==> config.mk <==
export PLATFORM = sky130hd
export DESIGN_NAME = therm2bin_decoder_flat
export DESIGN_NICKNAME = d
export VERILOG_FILES = /design/src/rtl/therm2bin_if.sv /design/src/rtl/therm2bin_decoder.sv /design/src/flat_wrapper.sv
export SDC_FILE = /design/constraint.sdc
export NUM_CORES = 1
export LEC_CHECK = 0
export ABC_AREA = 1
export CAP_MARGIN = 25
export CORE_ASPECT_RATIO = 1.5
export CORE_MARGIN = 2
export CORE_UTILIZATION = 51
export CTS_CLUSTER_DIAMETER = 120
export CTS_CLUSTER_SIZE = 10
export DETAILED_ROUTE_END_ITERATION = 7
export PLACE_DENSITY = 0.77
export SETUP_SLACK_MARGIN = 0.15
export SLEW_MARGIN = 20
export SYNTH_ARGS = -nofsm -noshare
export SYNTH_HDL_FRONTEND = slang
export SYNTH_SLANG_ARGS = --single-unit
==> constraint.sdc <==
create_clock -name clk -period 3 [get_ports clk]
set_input_delay 0.9 -clock clk [delete_from_list [all_inputs] [get_ports clk]]
set_output_delay 0.9 -clock clk [all_outputs]
set_load 0.03 [all_outputs]
==> src/rtl/therm2bin_if.sv <==
// Bundles the decoder's pin-side, stream-output and status signals.
// The decoder sits on the slave modport; a driver or consumer sits on master.
interface therm2bin_if #(
  parameter int WIDTH = 15
) ();
  localparam int BW = $clog2(WIDTH + 1);

  logic [WIDTH-1:0] therm_in;
  logic             out_ready;
  logic             out_valid;
  logic [BW-1:0]    out_bin;
  logic             clear_err;
  logic [7:0]       err_cnt;
  logic             ovr;

  modport master (
    output therm_in, out_ready, clear_err,
    input  out_valid, out_bin, err_cnt, ovr
  );

  modport slave (
    input  therm_in, out_ready, clear_err,
    output out_valid, out_bin, err_cnt, ovr
  );
endinterface

==> src/rtl/therm2bin_decoder.sv <==
// Thermometer-to-binary receive decoder.
// The asynchronous thermometer bus is synchronised, held until it has been
// identical for STABLE_CYCLES samples, then validated and converted into a
// count of set bits. Each new settled code is offered once on a valid/ready
// output. Illegal codes bump a saturating error counter, and a sample that
// is overwritten before delivery sets a sticky overrun flag.
// Optional build macro THERM2BIN_BUBBLE_CORRECT_EN adds a 3-input majority
// corrector that repairs single-bit bubbles before validation.
module therm2bin_decoder #(
  parameter int WIDTH         = 15,
  parameter int STABLE_CYCLES = 16
) (
  input logic        clk,
  input logic        rst,
  therm2bin_if.slave bus
);
  localparam int BW = $clog2(WIDTH + 1);
  localparam int SW = $clog2(STABLE_CYCLES);
  localparam logic [SW-1:0] STAB_MAX = SW'(STABLE_CYCLES - 1);

  localparam logic [0:0] ST_EMPTY = 1'b0;
  localparam logic [0:0] ST_FULL  = 1'b1;

  logic [WIDTH-1:0] s1;
  logic [WIDTH-1:0] s2;
  logic [WIDTH-1:0] cand;
  logic [WIDTH-1:0] last_code;
  logic [WIDTH-1:0] code_chk;
  logic [WIDTH-1:0] code_p1;
  logic [SW-1:0]    stab_cnt;
  logic [0:0]       state;
  logic [BW-1:0]    out_bin_q;
  logic [BW-1:0]    bin;
  logic [7:0]       err_q;
  logic             ovr_q;
  logic             accept;
  logic             legal;
  logic             legal_acc;
  logic             illegal_acc;
  logic             overwrite;

  // Two-flop synchroniser on every pin of the asynchronous bus
  always_ff @(posedge clk or posedge rst) begin
    if (rst) begin
      s1 <= '0;
      s2 <= '0;
    end else begin
      s1 <= bus.therm_in;
      s2 <= s1;
    end
  end

  // Stability filter: restart on any change, otherwise count up to the limit
  always_ff @(posedge clk or posedge rst) begin
    if (rst) begin
      cand     <= '0;
      stab_cnt <= '0;
    end else if (s2 != cand) begin
      cand     <= s2;
      stab_cnt <= '0;
    end else if (stab_cnt != STAB_MAX) begin
      stab_cnt <= stab_cnt + 1'b1;
    end
  end

  // A settled code is processed only once, until a different code settles
  assign accept = (stab_cnt == STAB_MAX) && (cand != last_code);

  // Remember the last processed code so a held code does not re-trigger
  always_ff @(posedge clk or posedge rst) begin
    if (rst) begin
      last_code <= '0;
    end else if (accept) begin
      last_code <= cand;
    end
  end

`ifdef THERM2BIN_BUBBLE_CORRECT_EN
  logic [WIDTH+1:0] padded;
  assign padded = {1'b0, cand, 1'b1};

  // Majority of each bit and its neighbours; below bit0 reads 1, above the top reads 0
  always_comb begin
    code_chk = '0;
    for (int i = 0; i < WIDTH; i++) begin
      code_chk[i] = (padded[i] & padded[i+1]) |
                    (padded[i+1] & padded[i+2]) |
                    (padded[i] & padded[i+2]);
    end
  end
`else
  assign code_chk = cand;
`endif

  // A thermometer code plus one clears every set bit, so the AND is zero
  assign code_p1 = code_chk + 1'b1;
  assign legal   = ((code_chk & code_p1) == '0);

  // Binary value is the position of the highest set bit plus one
  always_comb begin
    bin = '0;
    for (int i = 0; i < WIDTH; i++) begin
      if (code_chk[i]) begin
        bin = BW'(i + 1);
      end
    end
  end

  assign legal_acc   = accept && legal;
  assign illegal_acc = accept && !legal;
  assign overwrite   = legal_acc && (state == ST_FULL) && !bus.out_ready;

  // Output holding register: load on a legal code, drain on handshake
  always_ff @(posedge clk or posedge rst) begin
    if (rst) begin
      state     <= ST_EMPTY;
      out_bin_q <= '0;
    end else if (legal_acc) begin
      state     <= ST_FULL;
      out_bin_q <= bin;
    end else if ((state == ST_FULL) && bus.out_ready) begin
      state     <= ST_EMPTY;
    end
  end

  // Sticky status; a same-cycle event wins over the clear
  always_ff @(posedge clk or posedge rst) begin
    if (rst) begin
      err_q <= '0;
      ovr_q <= 1'b0;
    end else if (bus.clear_err) begin
      err_q <= illegal_acc ? 8'd1 : 8'd0;
      ovr_q <= overwrite;
    end else begin
      if (illegal_acc && (err_q != 8'd255)) begin
        err_q <= err_q + 8'd1;
      end
      if (overwrite) begin
        ovr_q <= 1'b1;
      end
    end
  end

  assign bus.out_valid = (state == ST_FULL);
  assign bus.out_bin   = out_bin_q;
  assign bus.err_cnt   = err_q;
  assign bus.ovr       = ovr_q;
endmodule

==> src/flat_wrapper.sv <==
// flat-port wrapper written by rule: the top's interface ports become plain ports
module therm2bin_decoder_flat 
#(
  parameter int WIDTH         = 15,
  parameter int STABLE_CYCLES = 16
)
  (clk, rst, bus_therm_in, bus_out_ready, bus_clear_err, bus_out_valid, bus_out_bin, bus_err_cnt, bus_ovr);
  therm2bin_if #(.WIDTH(WIDTH)) bus_i ();
  input logic clk;
  input logic rst;
  input wire logic [$bits(bus_i.therm_in)-1:0] bus_therm_in;
  input wire logic [$bits(bus_i.out_ready)-1:0] bus_out_ready;
  input wire logic [$bits(bus_i.clear_err)-1:0] bus_clear_err;
  output wire logic [$bits(bus_i.out_valid)-1:0] bus_out_valid;
  output wire logic [$bits(bus_i.out_bin)-1:0] bus_out_bin;
  output wire logic [$bits(bus_i.err_cnt)-1:0] bus_err_cnt;
  output wire logic [$bits(bus_i.ovr)-1:0] bus_ovr;
  assign bus_i.therm_in = bus_therm_in;
  assign bus_i.out_ready = bus_out_ready;
  assign bus_i.clear_err = bus_clear_err;
  assign bus_out_valid = bus_i.out_valid;
  assign bus_out_bin = bus_i.out_bin;
  assign bus_err_cnt = bus_i.err_cnt;
  assign bus_ovr = bus_i.ovr;
  therm2bin_decoder #(.WIDTH(WIDTH), .STABLE_CYCLES(STABLE_CYCLES)) u_core (.clk(clk), .rst(rst), .bus(bus_i));
endmodule
==> impl_metrics.py, run 1 <==
metrics = {
    "global_routing": {
        "overflow": 0,
        "first_global_vias": 2207,
        "track_usage_pct": 17.8,
        "grt_max_degree": 32,
        "grt_pass1_wl_um": 9630,
        "antenna_found_initial": 0,
    },
    "die": {
        "ios": 33,
        "die_area_mm2": 0.00710,
        "start_util_pct": 53.1,
        "rows": 35,
        "die_x_um": 69.5,
        "core_mm2": 0.00617,
        "die_height_um": 102,
    },
    "cts": {
        "postCtsHoldBufs": 0,
        "cts_tree": "built",
        "cts_resized": 0,
        "clk_latency_ns": 0.35,
        "h-tree-depth": 3,
        "post-cts-setup-buffer-count": 0,
        "cts_buffers": 9,
        "root_buffer": "clkbuf_8",
        "numClockSinks": 78,
        "clkTransAtPathRegs_ns": 0.08,
        "cts_buffer_depth": 2,
    },
    "synth": {
        "synth_nets": 343,
        "syn_area_mm2": 0.00328,
        "yosys_warnings": 0,
        "synth_seq_cells": 78,
        "synth.distinct_cells": 32,
        "synth_top_cell_by_area": "dfrtp_1",
        "synth_cells": 322,
        "syn_avg_cell_area_um2": 10.2,
        "yosysTopAreaCellShare_pct": 59.5,
        "ys_seq_area_share_pct": 59.5,
        "synthTopCellsByArea": "dfrtp_1 (60%), nand2_1 (7.9%), xor2_1 (5.1%)",
    },
    "run_status": {
        "status": "finished clean",
    },
    "route": {
        "ant_nets": 0,
        "first_pass_iters": 4,
        "via_count": 2142,
        "post_drt_via_cell_ratio": 5.02,
        "routed_wl_um": 5530,
        "initialDrtViolationCount": 155,
        "drcViolationCount": 0,
        "wl_per_cell_um": 13.0,
    },
    "sta": {
        "finalCritPeriodShare_pct": 79.5,
        "finalCriticalPeriod_ns": 2.39,
        "fin_skew_ns": 0.0101,
        "whs_ns": 0.348,
        "setup_slack_ns": 0.614,
        "max-slew-margin-rel_pct": 56.8,
        "slew_violations": 0,
        "setup_viol": 0,
        "finalSetupTns_ns": 0,
        "fmax_ghz": 0.419,
        "worstMarginPinSlew_ns": 0.647,
        "rsz0062_at_grt": "false",
        "finalHoldViolCount": 0,
    },
    "worst_setup_path": {
        "cpLargestDelayFamily": "buffers and inverters",
        "r2r-start": "u_core.cand[4]$_DFFE_PP0N_",
        "end_kind": "output port",
        "cpPeakStageDelay_ns": 0.70,
        "cp_num_buf_inv": 1,
        "start_kind": "register",
        "worstPathArrival_ns": 1.49,
        "crit_chain": "clkdlybuf4s50_1",
        "regToRegSetupSlack_ns": 0.91,
        "rr_worst_depth": 8,
        "crit_type": "register to output port",
        "slowest_stage": "clkdlybuf4s50_1",
        "r2r_end": "u_core.last_code[12]$_DFFE_PP0P_",
        "worstPathRequired_ns": 2.10,
        "cp_max_fo": 5,
    },
    "min_path": {
        "hp-class": "register to register",
        "hold_start": "u_core.s1[14]$_DFF_PP0_",
        "hold_depth": 0,
        "whs_endpoint": "u_core.s2[14]$_DFF_PP0_",
    },
    "power": {
        "p_leak_nw": 1.80,
        "powerDensity_mw_per_mm2": 521,
        "power_mw": 1.99,
        "peakVddDrop_mv": 0.411,
    },
    "placed_design": {
        "dp_hpwl_um": 4180,
        "placed_cell_area_mm2": 0.00363,
        "place_inst": 411,
        "io_buffer_count": 32,
        "routabilityCongestion": 0.883,
        "pre_cts_ws_ns": 0.823,
    },
    "layout": {
        "post-route-util_pct": 62.1,
        "drive_gt1_share_pct": 11.3,
        "n_fill_cell": 491,
        "final_common_cell": "dfrtp_1",
        "final_area_mm2": 0.00383,
        "final_cells": 427,
        "fin_nets": 369,
        "n_antenna_cell": 0,
        "final_cell_mix": "dfrtp_1 (78), nand2_1 (69), clkdlybuf4s50_1 (32), inv_1 (23), xor2_1 (19)",
        "area_growth_pct": 16.9,
    },
    "run": {
        "maxCapViolCount": 0,
    },
}
==> registers in the layout, summed over array words and instances, names as in the netlist <==
signal,cells
u_core.bus.err_cnt,8
u_core.bus.out_bin,4
u_core.bus.out_valid,1
u_core.bus.ovr,1
u_core.cand,15
u_core.last_code,15
u_core.s1,15
u_core.s2,15
u_core.stab_cnt,4
==> layout make-up <==
type	instances	area [um^2]	area share (%)
Multi-Input combinational cell	197	1120	29.3
Tap cell	74	92.6	2.42
Inverter	25	97.6	2.55
Clock inverter	5	57.6	1.50
Clock buffer	11	141	3.69
Sequential cell	78	1950	50.9
Timing Repair Buffer	37	370	9.66
==> Yosys cell counts <==
| cell | instances |
|---|---|
| dfrtp_1 | 78 |
| nand2_1 | 69 |
| inv_1 | 24 |
| xor2_1 | 19 |
| nand3_1 | 17 |
| xnor2_1 | 17 |
| clkbuf_1 | 16 |
| nor2_1 | 13 |
| o21ai_0 | 12 |
| nand2_2 | 7 |
| nor3_1 | 7 |
| o21ai_1 | 5 |
| o21ai_2 | 5 |
| a21oi_1 | 4 |
| nand4_1 | 4 |
| buf_6 | 3 |
| a211oi_1 | 2 |
| buf_2 | 2 |
| ha_1 | 2 |
| nand3_2 | 2 |
| nor2_4 | 2 |
| nor4_1 | 2 |
| a31oi_1 | 1 |
| buf_4 | 1 |
| inv_2 | 1 |
| nand3b_1 | 1 |
| nand4_2 | 1 |
| nor3_2 | 1 |
| nor3b_1 | 1 |
| o211ai_1 | 1 |
| o22ai_1 | 1 |
| o31ai_1 | 1 |
==> logic make-up after synthesis <==
family | count (synthesis) | share of synthesized area, %
xor+xnor | 36 | 9.62
simple gates | 127 | 18.0
fa+ha+maj | 2 | 0.763
flops | 78 | 59.5
compound gates | 32 | 5.84
buf+inv | 47 | 6.26
==> worst max path at each step <==
stage                                      start                                end  slack [ns]  cells after the start
2_1_floorplan  u_core.bus.err_cnt[0]$_DFFE_PP0P_  u_core.bus.err_cnt[5]$_DFFE_PP0P_        1.17                      8
3_3_place_gp                       bus_clear_err  u_core.bus.err_cnt[0]$_DFFE_PP0P_        0.90                      5
3_5_place_dp                       bus_clear_err  u_core.bus.err_cnt[0]$_DFFE_PP0P_        0.82                      5
4_1_cts        u_core.bus.err_cnt[2]$_DFFE_PP0P_                     bus_err_cnt[2]        0.58                      1
5_1_grt        u_core.bus.err_cnt[3]$_DFFE_PP0P_                     bus_err_cnt[3]        0.55                      1
6_report       u_core.bus.err_cnt[2]$_DFFE_PP0P_                     bus_err_cnt[2]        0.61                      1
==> where the power goes <==
part           internal (mW)  total (mW)  switching [mW]
Clock                  0.409       0.774           0.366
Sequential              1.08        1.11          0.0282
Combinational         0.0530       0.111          0.0579
==> per-layer routing <==
| metal | global-route usage, % | up-vias | wire length (um) |
|---|---|---|---|
| met4 | 10.1 | 0 | 163 |
| met2 | 30.7 | 43 | 2880 |
| met5 | 0 | - | 0 |
| met1 | 20.3 | 1013 | 2280 |
| met3 | 4.64 | 16 | 207 |
| li1 | - | 1070 | - |
Power figures use the tool's default switching activity.
==> run 2, diff against run 1 <==
Settings changed: CORE_UTILIZATION 51 to 55, PLACE_DENSITY 0.77 to 0.78.
Clock period 3 ns to 2.2 ns, I/O delays scaled along.
==> run 2 against run 1 <==
  * Die area shrank 6.9%
  * Global-route usage rose by 2.6 points
  * Largest cell class unchanged
  * Sequential cell count unchanged
  * Power increased by 41%
  * Critical path depth up 9
  * Utilization is 4.4 points higher
  * Sequential power grew 36%
==> impl_metrics.py, run 2 (synthesized netlist as in run 1, its figures left out) <==
metrics = {
    "sta": {
        "setup_slack_ns": 0.299,
        "finalHoldViolCount": 0,
        "fmax_ghz": 0.526,
        "whs_ns": 0.350,
        "setup_viol": 0,
        "finalCritPeriodShare_pct": 86.4,
        "finalCriticalPeriod_ns": 1.90,
        "rsz0062_at_grt": "false",
        "max-slew-margin-rel_pct": 72.5,
        "finalSetupTns_ns": 0,
        "worstMarginPinSlew_ns": 0.412,
        "slew_violations": 0,
        "fin_skew_ns": 0.00697,
    },
    "layout": {
        "ff_latch_area_mm2": 0.00195,
        "final_cell_mix": "dfrtp_1 (78), nand2_1 (69), inv_1 (23), xor2_1 (19), clkdlybuf4s50_1 (18)",
        "area_growth_pct": 17.3,
        "final_common_cell": "dfrtp_1",
        "fin_nets": 367,
        "n_antenna_cell": 0,
        "n_fill_cell": 468,
        "multi_input_area_mm2": 0.00112,
        "post-route-util_pct": 66.4,
        "drive_gt1_share_pct": 10.6,
    },
    "global_routing": {
        "track_usage_pct": 20.4,
        "overflow": 0,
        "first_global_vias": 2268,
        "grt_pass1_wl_um": 10000,
        "antenna_found_initial": 0,
        "grt_max_degree": 79,
    },
    "cts": {
        "numClockSinks": 78,
        "post-cts-setup-buffer-count": 0,
        "postCtsHoldBufs": 0,
        "h-tree-depth": 3,
        "cts_buffer_depth": 2,
        "cts_buffers": 9,
        "cts_tree": "built",
        "clk_latency_ns": 0.34,
        "root_buffer": "clkbuf_8",
        "clkTransAtPathRegs_ns": 0.07,
    },
    "worst_setup_path": {
        "worstPathArrival_ns": 2.13,
        "worstPathRequired_ns": 2.43,
        "crit_type": "register to register",
        "end_kind": "register",
        "cp_max_fo": 9,
        "start_kind": "register",
    },
    "die": {
        "start_util_pct": 56.7,
        "core_mm2": 0.00579,
        "die_x_um": 67.0,
        "die_height_um": 98.6,
        "ios": 33,
        "rows": 34,
        "die_area_mm2": 0.00661,
    },
    "power": {
        "power_mw": 2.81,
        "seqPwrFrac_pct": 54.0,
        "p_int_mw": 2.20,
        "power.share.switching_pct": 21.6,
        "clkPwrFrac_pct": 40.6,
        "powerDensity_mw_per_mm2": 730,
        "p_comb_share_pct": 5.4,
        "netSwitchingPower_mw": 0.605,
        "peakVddDrop_mv": 0.718,
        "p_leak_nw": 1.95,
    },
    "route": {
        "first_pass_iters": 4,
        "post_drt_via_cell_ratio": 5.16,
        "ant_nets": 0,
        "drcViolationCount": 0,
        "initialDrtViolationCount": 134,
        "wl_per_cell_um": 14.1,
        "via_count": 2172,
        "routed_wl_um": 5920,
    },
    "run_status": {
        "status": "finished clean",
    },
    "placed_design": {
        "dp_hpwl_um": 4050,
        "pre_cts_ws_ns": 0.295,
        "io_buffer_count": 32,
        "routabilityCongestion": 0.886,
    },
    "run": {
        "maxCapViolCount": 0,
    },
    "min_path": {
        "hp-class": "register to register",
    },
}
-- run 2: cell count changes in the layout (fill, tap and decap cells not counted), sizes merged --
cell / previous run / this run
buf: 5 / 3
bufinv: 1 / 2
clkbuf: 11 / 10
clkdlybuf4s50: 32 / 18
clkinv: 3 / 1
clkinvlp: 1 / 2
dlygate4sd2: 0 / 8
dlymetal6s2s: 0 / 6
inv: 25 / 24
-- run 2: repair_timing --
action,4_1_cts,5_1_grt
pin swaps,0,0
endpoints found under the hold margin,0,0
resized for setup,8,6
endpoints found under the setup margin,8,6
-- run 2: worst paths after layout --
| path | start | end | slack, ns | depth (start not counted) |
|---|---|---|---|---|
| max in group asynchronous | rst | u_core.bus.err_cnt[0]$_DFFE_PP0P_ | 1.11 | 3 |
| min in group asynchronous | rst | u_core.s1[4]$_DFF_PP0_ | 0.75 | 3 |
| max reg2reg | u_core.cand[8]$_DFFE_PP0N_ | u_core.bus.err_cnt[4]$_DFFE_PP0P_ | 0.30 | 10 |
| min reg2reg | u_core.s1[14]$_DFF_PP0_ | u_core.s2[14]$_DFF_PP0_ | 0.35 | 0 |
| min | u_core.s1[14]$_DFF_PP0_ | u_core.s2[14]$_DFF_PP0_ | 0.35 | 0 |
| max | u_core.cand[8]$_DFFE_PP0N_ | u_core.bus.err_cnt[4]$_DFFE_PP0P_ | 0.30 | 10 |
-- run 2: routing by layer --
metal  vias up  part of all wire (%)  track usage [%]
met3        15                   4.2             5.14
met1      1045                    41             25.0
met4         0                   3.4             11.3
met2        51                    52             32.4
met5         -                     0                0
li1       1061                     -                -
-- run 2: metrics by stage --
stage / area [um^2] / cells
after CTS: 3830 / 421
after floorplan: 3280 / 322
after detailed placement: 3630 / 407
final: 3840 / 421
after global placement: 3630 / 407
after global routing: 3840 / 421
-- run 2: power by group through the flow --
stage / Sequential, mW / Clock (mW) / Combinational (mW)
finish: 1.51 / 1.14 / 0.153
global route: 1.52 / 1.23 / 0.172
CTS: 1.51 / 1.16 / 0.155
detailed placement: 1.54 / 0 / 0.153
global placement: 1.54 / 0 / 0.148
floorplan: 1.53 / 0 / 0.109
-- run 2: cell type report --
class	instances	share of cell area, %
repair buffers	35	9.70
clock buffers	10	3.58
inverters	25	2.54
well taps	72	2.34
multi-input cells	197	29.2
clock inverters	4	1.89
flip-flops and latches	78	50.8
-- run 2: critical path: stages, from the launching register on --
cell and delay (ns):
dfrtp_1 0.45, inv_1 0.13, nand3_1 0.16, o21ai_0 0.16, nand3_1 0.16, nor2_4 0.19, inv_1 0.09, nand4_2 0.21
nand2_2 0.11, nand2_1 0.09, nand2_1 0.05
==> run 3, diff against run 2 <==
Settings changed: ABC_CLOCK_PERIOD_IN_PS set to 2300.
Clock period 2.2 ns to 2.3 ns, I/O delays scaled along.
==> run 3 against run 2 <==
  * Sequential power down 4%
  * Combinational power down 7%
  * First-iteration DRC count up 35%
  * Count of clock-buffer cells in the layout up 2
  * Power down 3.0%
  * Register-to-register slack better by 0.11 ns
  * Highest routed layer unchanged
==> impl_metrics.py, run 3 (synthesized netlist as in run 1, its figures left out) <==
metrics = {
    "power": {
        "powerDensity_mw_per_mm2": 707,
        "peakVddDrop_mv": 0.522,
        "p_leak_nw": 1.84,
    },
    "global_routing": {
        "top_usage_layer": "met2",
        "use_met2_pct": 33.4,
        "overflow": 0,
        "met1_usage_pct": 25.8,
        "grt_pass1_wl_um": 10300,
        "first_global_vias": 2281,
        "antenna_found_initial": 0,
        "track_usage_pct": 21.1,
        "use_met3_pct": 5.71,
        "grt_max_degree": 79,
    },
    "worst_setup_path": {
        "cp_num_buf_inv": 1,
        "end_kind": "output port",
        "rr_worst_depth": 8,
        "regToRegSetupSlack_ns": 0.41,
        "worstPathRequired_ns": 1.61,
        "cp_max_fo": 3,
        "cpPeakStageDelay_ns": 0.68,
        "crit_type": "register to output port",
        "start_kind": "register",
        "cpLargestDelayFamily": "buffers and inverters",
        "crit_chain": "clkdlybuf4s50_1",
        "crit_cells": 1,
        "slowest_stage": "clkdlybuf4s50_1",
        "worstPathArrival_ns": 1.39,
    },
    "die": {
        "die_height_um": 98.6,
        "die_area_mm2": 0.00661,
        "ios": 33,
        "rows": 34,
        "core_mm2": 0.00579,
        "die_x_um": 67.0,
        "start_util_pct": 56.7,
    },
    "sta": {
        "whs_ns": 0.349,
        "rsz0062_at_grt": "false",
        "fin_skew_ns": 0.00574,
        "finalCritPeriodShare_pct": 90.6,
        "max-slew-margin-rel_pct": 72.6,
        "slew_violations": 0,
        "fmax_ghz": 0.480,
        "finalSetupTns_ns": 0,
        "setup_viol": 0,
        "finalHoldViolCount": 0,
        "worstMarginPinSlew_ns": 0.411,
        "finalCriticalPeriod_ns": 2.08,
    },
    "layout": {
        "n_antenna_cell": 0,
        "final_cell_mix": "dfrtp_1 (78), nand2_1 (69), clkdlybuf4s50_1 (25), inv_1 (23), xor2_1 (19)",
        "final_common_cell": "dfrtp_1",
        "drive_gt1_share_pct": 10.9,
        "final_area_mm2": 0.00385,
        "area_growth_pct": 17.4,
        "fin_nets": 367,
    },
    "cts": {
        "numClockSinks": 78,
        "clkTransAtPathRegs_ns": 0.07,
        "clk_latency_ns": 0.35,
        "h-tree-depth": 3,
        "cts_tree": "built",
        "post-cts-setup-buffer-count": 0,
        "root_buffer": "clkbuf_8",
        "cts_buffer_depth": 2,
        "cts_buffers": 9,
        "postCtsHoldBufs": 0,
    },
    "route": {
        "routed_wl_um": 5840,
        "initialDrtViolationCount": 181,
        "wl_per_cell_um": 13.8,
        "drcViolationCount": 0,
        "ant_nets": 0,
        "first_pass_iters": 8,
        "via_count": 2197,
        "post_drt_via_cell_ratio": 5.21,
    },
    "min_path": {
        "hp-class": "register to register",
        "hold_depth": 0,
    },
    "placed_design": {
        "routabilityCongestion": 0.893,
        "placed_cell_area_mm2": 0.00363,
        "io_buffer_count": 32,
        "dp_hpwl_um": 3880,
    },
    "run": {
        "maxCapViolCount": 0,
    },
    "run_status": {
        "status": "finished clean",
    },
}
==> run 3: cell types whose count changed in the layout (fill, tap and decap cells not counted), sizes merged <==
cell | previous run | this run
clkdlybuf4s50 | 18 | 25
dlymetal6s2s | 6 | 0
clkbuf | 10 | 12
clkinv | 1 | 0
dlygate4sd2 | 8 | 7
==> run 3: worst paths after layout <==
check	start	to
max	u_core.bus.err_cnt[5]$_DFFE_PP0P_	bus_err_cnt[5]
min	u_core.s1[2]$_DFF_PP0_	u_core.s2[2]$_DFF_PP0_
max reg2reg	u_core.bus.err_cnt[0]$_DFFE_PP0P_	u_core.bus.err_cnt[5]$_DFFE_PP0P_
min reg2reg	u_core.s1[2]$_DFF_PP0_	u_core.s2[2]$_DFF_PP0_
max in group asynchronous	rst	u_core.last_code[9]$_DFFE_PP0P_
min in group asynchronous	rst	u_core.s1[4]$_DFF_PP0_
==> run 3: through the flow <==
step                      worst slack (ns)  total power [mW]  cells  utilization, %
after CTS                            0.190              2.75    422            66.4
final                                0.216              2.72    422            66.5
after detailed placement             0.363              1.62    407            62.7
after global routing                 0.167              2.83    422            66.5
after floorplan                      0.472              1.57    322               -
after global placement               0.409              1.61    407            62.7
==> run 3: final cells by class <==
class,count,area [um^2]
repair buffers,35,359
inverters,25,97.6
clock buffers,12,155
multi-input cells,197,1130
clock inverters,3,67.6
fillers,484,1940
flip-flops and latches,78,1950
well taps,72,90.1
==> run 3: what timing repair did <==
item / CTS / global route
hold endpoints to repair: 0 / 0
pin swaps: 0 / 0
endpoints found under the setup margin: 7 / 2
resized for setup: 7 / 1
==> run 3: power by group <==
group          switching (mW)  leakage, nW  internal, mW
Sequential             0.0385        0.986          1.41
Clock                   0.464        0.109         0.665
Combinational          0.0758        0.742        0.0672
Total                   0.578         1.84          2.14
==> run 3: per-layer routing <==
metal	part of all wire, %	routed length, um	up-vias
met2	53	3070	54
met5	0	0	-
met1	42	2440	1072
li1	-	-	1061
met3	3.4	196	10
met4	2.2	131	0
